<file path="src/rtl/ysyx_22051086_muldiv_sched.sv">
// EX-stage sequencer driving one multi-cycle mul or div unit per instruction.
// Latency: request 1 cycle after accept; res_valid 1 cycle after unit out_valid.
// Backpressure: holds {mul,div}_valid until ready, stalls EX via busy, holds res until res_ack.
module ysyx_22051086_muldiv_sched #(
  parameter int XLEN    = 64,
  parameter int TIMEOUT = 128
) (
  input  logic            clk,
  input  logic            rst_n,
  input  logic            ex_valid,
  input  logic [4:0]      aluop,
  input  logic [XLEN-1:0] src1,
  input  logic [XLEN-1:0] src2,
  input  logic            flush,
  input  logic            res_ack,
  output logic            busy,
  output logic            res_valid,
  output logic [XLEN-1:0] res,
  output logic            timeout_err,
  output logic [XLEN-1:0] op_src1,
  output logic [XLEN-1:0] op_src2,
  output logic            op_word,
  output logic            op_signed,
  output logic            unit_flush,
  output logic            mul_valid,
  input  logic            mul_ready,
  input  logic            mul_out_valid,
  input  logic [XLEN-1:0] mul_res_lo,
  output logic            div_valid,
  input  logic            div_ready,
  input  logic            div_out_valid,
  input  logic [XLEN-1:0] div_quotient,
  input  logic [XLEN-1:0] div_remainder
);

  typedef enum logic [1:0] {
    S_IDLE = 2'd0,
    S_REQ  = 2'd1,
    S_WAIT = 2'd2,
    S_DONE = 2'd3
  } state_t;

  // Last WAIT cycle index before the watchdog fires (counter starts at 0).
  localparam logic [7:0] TMO_LAST = 8'(TIMEOUT - 1);

  state_t      state, state_nxt;
  logic [7:0]  cnt;
  logic        sel_div;
  logic        sel_rem;

  logic        dec_mul, dec_div, dec_word, dec_signed, dec_rem;
  logic        accept;
  logic        req_fire;
  logic        unit_done;
  logic        capture;
  logic        tmo_hit;

  // Decode the aluop into unit select and operation flavour.
  always_comb begin
    dec_mul    = 1'b0;
    dec_div    = 1'b0;
    dec_word   = 1'b0;
    dec_signed = 1'b0;
    dec_rem    = 1'b0;
    case (aluop)
      5'b01000: begin dec_mul = 1'b1; dec_word = 1'b1; dec_signed = 1'b1; end
      5'b01101: begin dec_mul = 1'b1; dec_signed = 1'b1; end
      5'b01001: begin dec_div = 1'b1; dec_word = 1'b1; dec_signed = 1'b1; end
      5'b01010: begin dec_div = 1'b1; dec_word = 1'b1; dec_signed = 1'b1; dec_rem = 1'b1; end
      5'b10010: begin dec_div = 1'b1; end
      5'b10011: begin dec_div = 1'b1; dec_word = 1'b1; end
      5'b10100: begin dec_div = 1'b1; dec_word = 1'b1; dec_rem = 1'b1; end
      5'b10101: begin dec_div = 1'b1; dec_rem = 1'b1; end
      5'b10110: begin dec_div = 1'b1; dec_signed = 1'b1; end
      default: ;
    endcase
  end

  assign accept    = (state == S_IDLE) & ex_valid & (dec_mul | dec_div) & ~flush;
  assign req_fire  = (state == S_REQ) & (sel_div ? div_ready : mul_ready);
  assign unit_done = sel_div ? div_out_valid : mul_out_valid;
  // A completion racing a flush is dropped; flush always wins.
  assign capture   = (state == S_WAIT) & unit_done & ~flush;
  // A result arriving on the last allowed cycle is kept rather than aborted.
  assign tmo_hit   = (state == S_WAIT) & (cnt == TMO_LAST) & ~unit_done & ~flush;

  // Request lines are pure decodes of registered state, so they are glitch-free.
  assign mul_valid = (state == S_REQ) & ~sel_div;
  assign div_valid = (state == S_REQ) & sel_div;
  assign res_valid = (state == S_DONE);

  // State register.
  always_ff @(posedge clk or negedge rst_n) begin
    if (!rst_n) state <= S_IDLE;
    else        state <= state_nxt;
  end

  // Next-state, stall and abort pulses.
  always_comb begin
    state_nxt   = state;
    busy        = 1'b0;
    unit_flush  = 1'b0;
    timeout_err = 1'b0;
    case (state)
      S_IDLE: begin
        busy = accept;
        if (accept) state_nxt = S_REQ;
      end
      S_REQ: begin
        busy = 1'b1;
        if (flush) begin
          unit_flush = 1'b1;
          state_nxt  = S_IDLE;
        end else if (req_fire) begin
          state_nxt = S_WAIT;
        end
      end
      S_WAIT: begin
        busy = 1'b1;
        if (flush) begin
          unit_flush = 1'b1;
          state_nxt  = S_IDLE;
        end else if (capture) begin
          state_nxt = S_DONE;
        end else if (tmo_hit) begin
          unit_flush  = 1'b1;
          timeout_err = 1'b1;
          state_nxt   = S_IDLE;
        end
      end
      S_DONE: begin
        // Retire (or discard on flush); a new op is only seen back in IDLE.
        if (flush || res_ack) state_nxt = S_IDLE;
      end
      default: state_nxt = S_IDLE;
    endcase
  end

  // Latch operands and operation flavour when an op is accepted.
  always_ff @(posedge clk or negedge rst_n) begin
    if (!rst_n) begin
      op_src1   <= '0;
      op_src2   <= '0;
      op_word   <= 1'b0;
      op_signed <= 1'b0;
      sel_div   <= 1'b0;
      sel_rem   <= 1'b0;
    end else if (accept) begin
      op_src1   <= src1;
      op_src2   <= src2;
      op_word   <= dec_word;
      op_signed <= dec_signed;
      sel_div   <= dec_div;
      sel_rem   <= dec_rem;
    end
  end

  // Watchdog: cleared on request handshake, counts every WAIT cycle.
  always_ff @(posedge clk or negedge rst_n) begin
    if (!rst_n)                cnt <= '0;
    else if (req_fire)         cnt <= '0;
    else if (state == S_WAIT)  cnt <= cnt + 8'd1;
  end

  // Capture the selected unit result; held stable through DONE.
  always_ff @(posedge clk or negedge rst_n) begin
    if (!rst_n) begin
      res <= '0;
    end else if (capture) begin
      if (!sel_div)     res <= mul_res_lo;
      else if (sel_rem) res <= div_remainder;
      else              res <= div_quotient;
    end
  end

endmodule

</file>
<file path="config.mk">
export PLATFORM = sky130hd
export DESIGN_NAME = ysyx_22051086_muldiv_sched
export DESIGN_NICKNAME = d
export VERILOG_FILES = /design/src/rtl/ysyx_22051086_muldiv_sched.sv
export SDC_FILE = /design/constraint.sdc
export NUM_CORES = 1
export LEC_CHECK = 0
export CORE_AREA = 2 2 209 211
export DETAILED_ROUTE_END_ITERATION = 7
export DIE_AREA = 0 0 211 213
export GPL_TIMING_DRIVEN = 0
export SYNTH_ARGS = -nofsm -noshare
export SYNTH_HDL_FRONTEND = slang
export SYNTH_SLANG_ARGS = --single-unit
</file>
<file path="constraint.sdc">
create_clock -name clk -period 2.65 [get_ports clk]
set_input_delay 0.265 -clock clk [delete_from_list [all_inputs] [get_ports clk]]
set_output_delay 0.265 -clock clk [all_outputs]
set_load 0.05 [all_outputs]
</file>
==> metrics list <==
- After clock tree synthesis, the clock-pin slew on the worst setup and hold paths is 0.06 ns.
- Unrepaired setup endpoints after global routing: false
* Overall Power: 21.81 mW
- Overall routed net length: 36,400 um
- The core region is 42,700 um^2.
- The analysis attributes to cell leakage a power of 7.049 nW.
- TritonCTS clock tree: yes
- Hold is met by 0.09908 ns.
- No sink is reached through more buffers than the 3 on the longest clock path.
- For this design the top-level I/O count stands at 534.
- For this run the aggregate overflow at the end of global routing stands at 0.
* Clock Latency Late Sink: 0.53 ns
- Total half-perimeter wirelength after legalization and detailed placement: 28,850 um
- GP Congestion: 0.9350
* Minimum period implied by the final worst setup slack: 2.495 ns
- Critical path launch point type: register
- IR Drop Worst-Case VDD: 0.8476 mV
* Outcome: finished, final reports clean
* Residual DRC: 0
- Kind of path behind the tightest hold check: input port to register
* Post-layout nets: 1,705
* Worst Tran Pin Value: 0.8345 ns
- Endpoint kind of the worst setup timing path: primary output
- The via count of the first global-routing pass is 8,768.
* Proportion of total power due to net switching: 46.77%
- Number of fill cells: 4,194
* Worst endpoint required time: 2.38 ns
* Clock power share: 17.0%
- Post-Route Skew: 0.009328 ns
- The post-route netlist has 15.75% of its cells at a drive strength greater than 1.
- Die area: 44,940 um^2
- Int Power: 11.61 mW
* Critical Setup Path Class: register to primary output
* Die span in y: 213 um
* Wire length of the first global-routing pass: 53,660 um
* Share of the cycle needed by the critical path after routing: 94.14%
* Post-Syn Nets: 1,141
* Peak clock frequency supported by timing: 400.8 MHz
- The number of clock buffers added by TritonCTS is 25.
* Level count of the clock H-tree: 1
- Cells fill 39.09% of the core in the end.
- Yosys printed 0 warnings.
- In this run the remaining antenna-violating nets after routing total 0.
- Final Max Slew Viols: 0
- Relative to the synthesized area, the layout overhead comes to 72.21%.
- In this run the clock root is driven by a sky130_fd_sc_hd__clkbuf_16.
- Setup violations remaining at the end of the flow were counted as 0.
- After routing the design area is 16,690 um^2.
- Max-cap violations in this run came to 0.
* Distinct cell type count after synthesis: 39
* Global-route usage over all layers: 15.54%
- The average instance in the mapped netlist occupies 12.10 um^2.
- Headroom to the max-slew limit came out at 44.37%.
- Entering global routing, the biggest net connects 109 pins.
- Via density per instance: 4.268
* Pre-CTS setup slack: -0.5146 ns
* Final hold violation count: 0
- After layout, the worst setup slack is 0.1552 ns.
- Share of total power in combinational logic: 58.1%
- Placed Cells: 1,880
* Port Buffer Count: 532
* DR iter-0 viols: 313
- Sequential fraction of the synthesis area: 53.20%
- Of all nets on the critical path, the largest fanout is 10.
- For this design the total switching power over the nets is 10.20 mW.
- The die is 211 um wide.
* Starting utilization of the core area: 22.70%
- Drt pass-1 iters: 5
- In the final routed layout, each cell accounts on average for 18.85 um.
* Number of vias in the routed layout: 8,242
* Post-Synthesis Cell Area: 9691 um^2
- Power spread over the standard cell area amounts to 1307 nW/um^2.
* Sum of negative setup slack: 0 ns
- For this design, the sink count on the clock tree is 206.
- Count of placed standard cells in the final layout, fillers left out: 1,931
- Syn Inst Count: 801
- Standard-cell row count: 76
- At the worst endpoint, the arrival time is 2.23 ns.
- Number of antenna violations at the first check in global routing: 1
- Of the total power, registers draw 24.9%.
- Yosys reg bits: 206
* Post-Place Cell Area: 15,730 um^2
power by group through the flow:
stage          Combinational [mW]  Sequential (mW)  Clock (mW)
6_report                     12.7             5.43        3.70
5_1_grt                      13.3             5.64        3.95
4_1_cts                      12.8             5.45        3.83
3_5_place_dp                 12.7             5.47           0
3_3_place_gp                 12.6             5.42           0
2_1_floorplan                3.04             10.4           0
registers in the layout, indices dropped and copies added (netlist names):
name and cells:
sel_div 1, cnt 8, op_src1 64, op_src2 64, state 2, op_signed 1
res 64, op_word 1, sel_rem 1
synth_stat cells:
| library cell | instances | area, um^2 |
|---|---|---|
| sky130_fd_sc_hd__nor3_1 | 2 | 10.01 |
| sky130_fd_sc_hd__and3_1 | 2 | 12.51 |
| sky130_fd_sc_hd__ha_1 | 6 | 75.07 |
| sky130_fd_sc_hd__o32a_1 | 1 | 10.01 |
| sky130_fd_sc_hd__o21ai_0 | 133 | 665.6 |
| sky130_fd_sc_hd__a221oi_1 | 1 | 8.760 |
| sky130_fd_sc_hd__nor3b_1 | 1 | 7.510 |
| sky130_fd_sc_hd__buf_12 | 9 | 180.2 |
| sky130_fd_sc_hd__buf_2 | 12 | 60.06 |
| sky130_fd_sc_hd__buf_6 | 2 | 22.52 |
| sky130_fd_sc_hd__buf_1 | 1 | 3.750 |
| sky130_fd_sc_hd__o22ai_1 | 1 | 6.260 |
| sky130_fd_sc_hd__inv_1 | 4 | 15.01 |
| sky130_fd_sc_hd__and2_1 | 1 | 6.260 |
| sky130_fd_sc_hd__mux2_4 | 78 | 1171 |
| sky130_fd_sc_hd__o31ai_1 | 1 | 7.510 |
| sky130_fd_sc_hd__a31oi_1 | 1 | 6.260 |
| sky130_fd_sc_hd__o21ba_1 | 2 | 20.02 |
| sky130_fd_sc_hd__mux2i_1 | 69 | 690.7 |
| sky130_fd_sc_hd__clkbuf_1 | 25 | 93.84 |
| sky130_fd_sc_hd__nor2b_1 | 5 | 31.28 |
| sky130_fd_sc_hd__dfrtp_1 | 206 | 5155 |
| sky130_fd_sc_hd__nor3_2 | 1 | 10.01 |
| sky130_fd_sc_hd__xnor2_1 | 3 | 26.28 |
| sky130_fd_sc_hd__xor2_1 | 4 | 35.03 |
| sky130_fd_sc_hd__nand2b_1 | 6 | 37.54 |
| sky130_fd_sc_hd__o22a_1 | 2 | 17.52 |
| sky130_fd_sc_hd__nand2_1 | 135 | 506.7 |
| sky130_fd_sc_hd__buf_4 | 7 | 52.55 |
| sky130_fd_sc_hd__o221ai_1 | 1 | 8.760 |
| sky130_fd_sc_hd__o21a_1 | 2 | 15.01 |
| sky130_fd_sc_hd__mux2_1 | 3 | 33.78 |
| sky130_fd_sc_hd__nand4_1 | 3 | 18.77 |
| sky130_fd_sc_hd__nand3b_1 | 3 | 22.52 |
| sky130_fd_sc_hd__or3_1 | 2 | 12.51 |
| sky130_fd_sc_hd__a21oi_1 | 5 | 25.02 |
| sky130_fd_sc_hd__o41ai_1 | 1 | 8.760 |
| sky130_fd_sc_hd__mux2_2 | 50 | 563.0 |
| sky130_fd_sc_hd__nor2_1 | 10 | 37.54 |
per-layer routing:
| metal | vias up | routed length (um) | global-route usage, % |
|---|---|---|---|
| met5 | - | 0 | 0 |
| met4 | 0 | 849 | 5.075 |
| met3 | 48 | 2655 | 3.692 |
| met2 | 289 | 18000 | 26.61 |
| met1 | 3997 | 14900 | 19.24 |
| li1 | 3908 | - | - |
repair_timing:
action / in CTS / in global routing
setup buffers: 0 / 3
hold buffers: 1 / 0
setup endpoints to repair: 5 / 4
hold endpoints to repair: 98 / 0
pin swaps: 1 / 0
cloned: 0 / 0
resized for setup: 24 / 4
critical path, stage by stage, from the launching register on:
cell,delay [ns]
sky130_fd_sc_hd__dfrtp_1,0.41
sky130_fd_sc_hd__inv_2,0.12
sky130_fd_sc_hd__ha_4,0.15
sky130_fd_sc_hd__nand3b_1,0.11
sky130_fd_sc_hd__o21ba_4,0.25
sky130_fd_sc_hd__buf_6,0.12
sky130_fd_sc_hd__buf_12,0.10
sky130_fd_sc_hd__buf_12,0.14
sky130_fd_sc_hd__o21ba_4,0.14
sky130_fd_sc_hd__buf_8,0.14
cells in the final DEF, fill, tap and decap left out, types with 3 or more instances in the layout:
| cell type | netlist | layout |
|---|---|---|
| sky130_fd_sc_hd__nor2_1 | 10 | 10 |
| sky130_fd_sc_hd__nand2_1 | 135 | 135 |
| sky130_fd_sc_hd__buf_12 | 9 | 9 |
| sky130_fd_sc_hd__nor2b_1 | 5 | 4 |
| sky130_fd_sc_hd__clkbuf_16 | 0 | 25 |
| sky130_fd_sc_hd__buf_4 | 7 | 10 |
| sky130_fd_sc_hd__nand4_1 | 3 | 3 |
| sky130_fd_sc_hd__o21ai_0 | 133 | 133 |
| sky130_fd_sc_hd__buf_2 | 12 | 12 |
| sky130_fd_sc_hd__clkbuf_1 | 25 | 26 |
| sky130_fd_sc_hd__mux2_2 | 50 | 50 |
| sky130_fd_sc_hd__xnor2_1 | 3 | 3 |
| sky130_fd_sc_hd__bufinv_16 | 0 | 4 |
| sky130_fd_sc_hd__nand3b_1 | 3 | 3 |
| sky130_fd_sc_hd__clkbuf_8 | 0 | 6 |
| sky130_fd_sc_hd__a21oi_1 | 5 | 5 |
| sky130_fd_sc_hd__clkdlybuf4s50_1 | 0 | 526 |
| sky130_fd_sc_hd__mux2i_1 | 69 | 69 |
| sky130_fd_sc_hd__xor2_1 | 4 | 4 |
| sky130_fd_sc_hd__clkinv_2 | 0 | 6 |
| sky130_fd_sc_hd__mux2_1 | 3 | 3 |
| sky130_fd_sc_hd__nand2b_1 | 6 | 6 |
| sky130_fd_sc_hd__mux2_4 | 78 | 78 |
| sky130_fd_sc_hd__dfrtp_1 | 206 | 206 |
| sky130_fd_sc_hd__ha_1 | 6 | 5 |
kinds of logic after synthesis:
kind of cell	share of synthesized area, %
AO/OA/AOI/OAI	8.251
multiplexers	25.37
flip-flops	53.20
AND/OR/NAND/NOR	7.360
buffers and inverters	4.416
XOR/XNOR	0.6327
adder cells (fa/ha/maj)	0.7747
area by class of cell:
class	instances	area, um^2	share of cell area (%)
timing repair buffer	537	5391	32.31
buffer	56	414.1	2.482
clock inverter	13	176.4	1.057
sequential	206	5155	30.89
tap	546	683.2	4.094
multi-input combinational	535	4135	24.78
clock buffer	33	715.7	4.288
inverter	4	15.01	0.08997
antenna	1	2.502	0.01499
path summary, 6_finish.rpt:
path,startpoint,endpoint,slack (ns),depth (start not counted)
worst max-delay path,state[0]$_DFFE_PN0P_,busy,0.16,9
worst min-delay path,aluop[0],sel_div$_DFFE_PN0P_,0.1,3
worst max register to register,state[0]$_DFFE_PN0P_,res[9]$_DFFE_PN0P_,0.24,9
worst min register to register,res[28]$_DFFE_PN0P_,res[28]$_DFFE_PN0P_,0.48,2
max in group asynchronous,rst_n,op_src2[11]$_DFFE_PN0P_,1.24,3
min in group asynchronous,rst_n,op_src1[1]$_DFFE_PN0P_,0.35,2
Note: power is estimated with default switching activity, not from simulation.
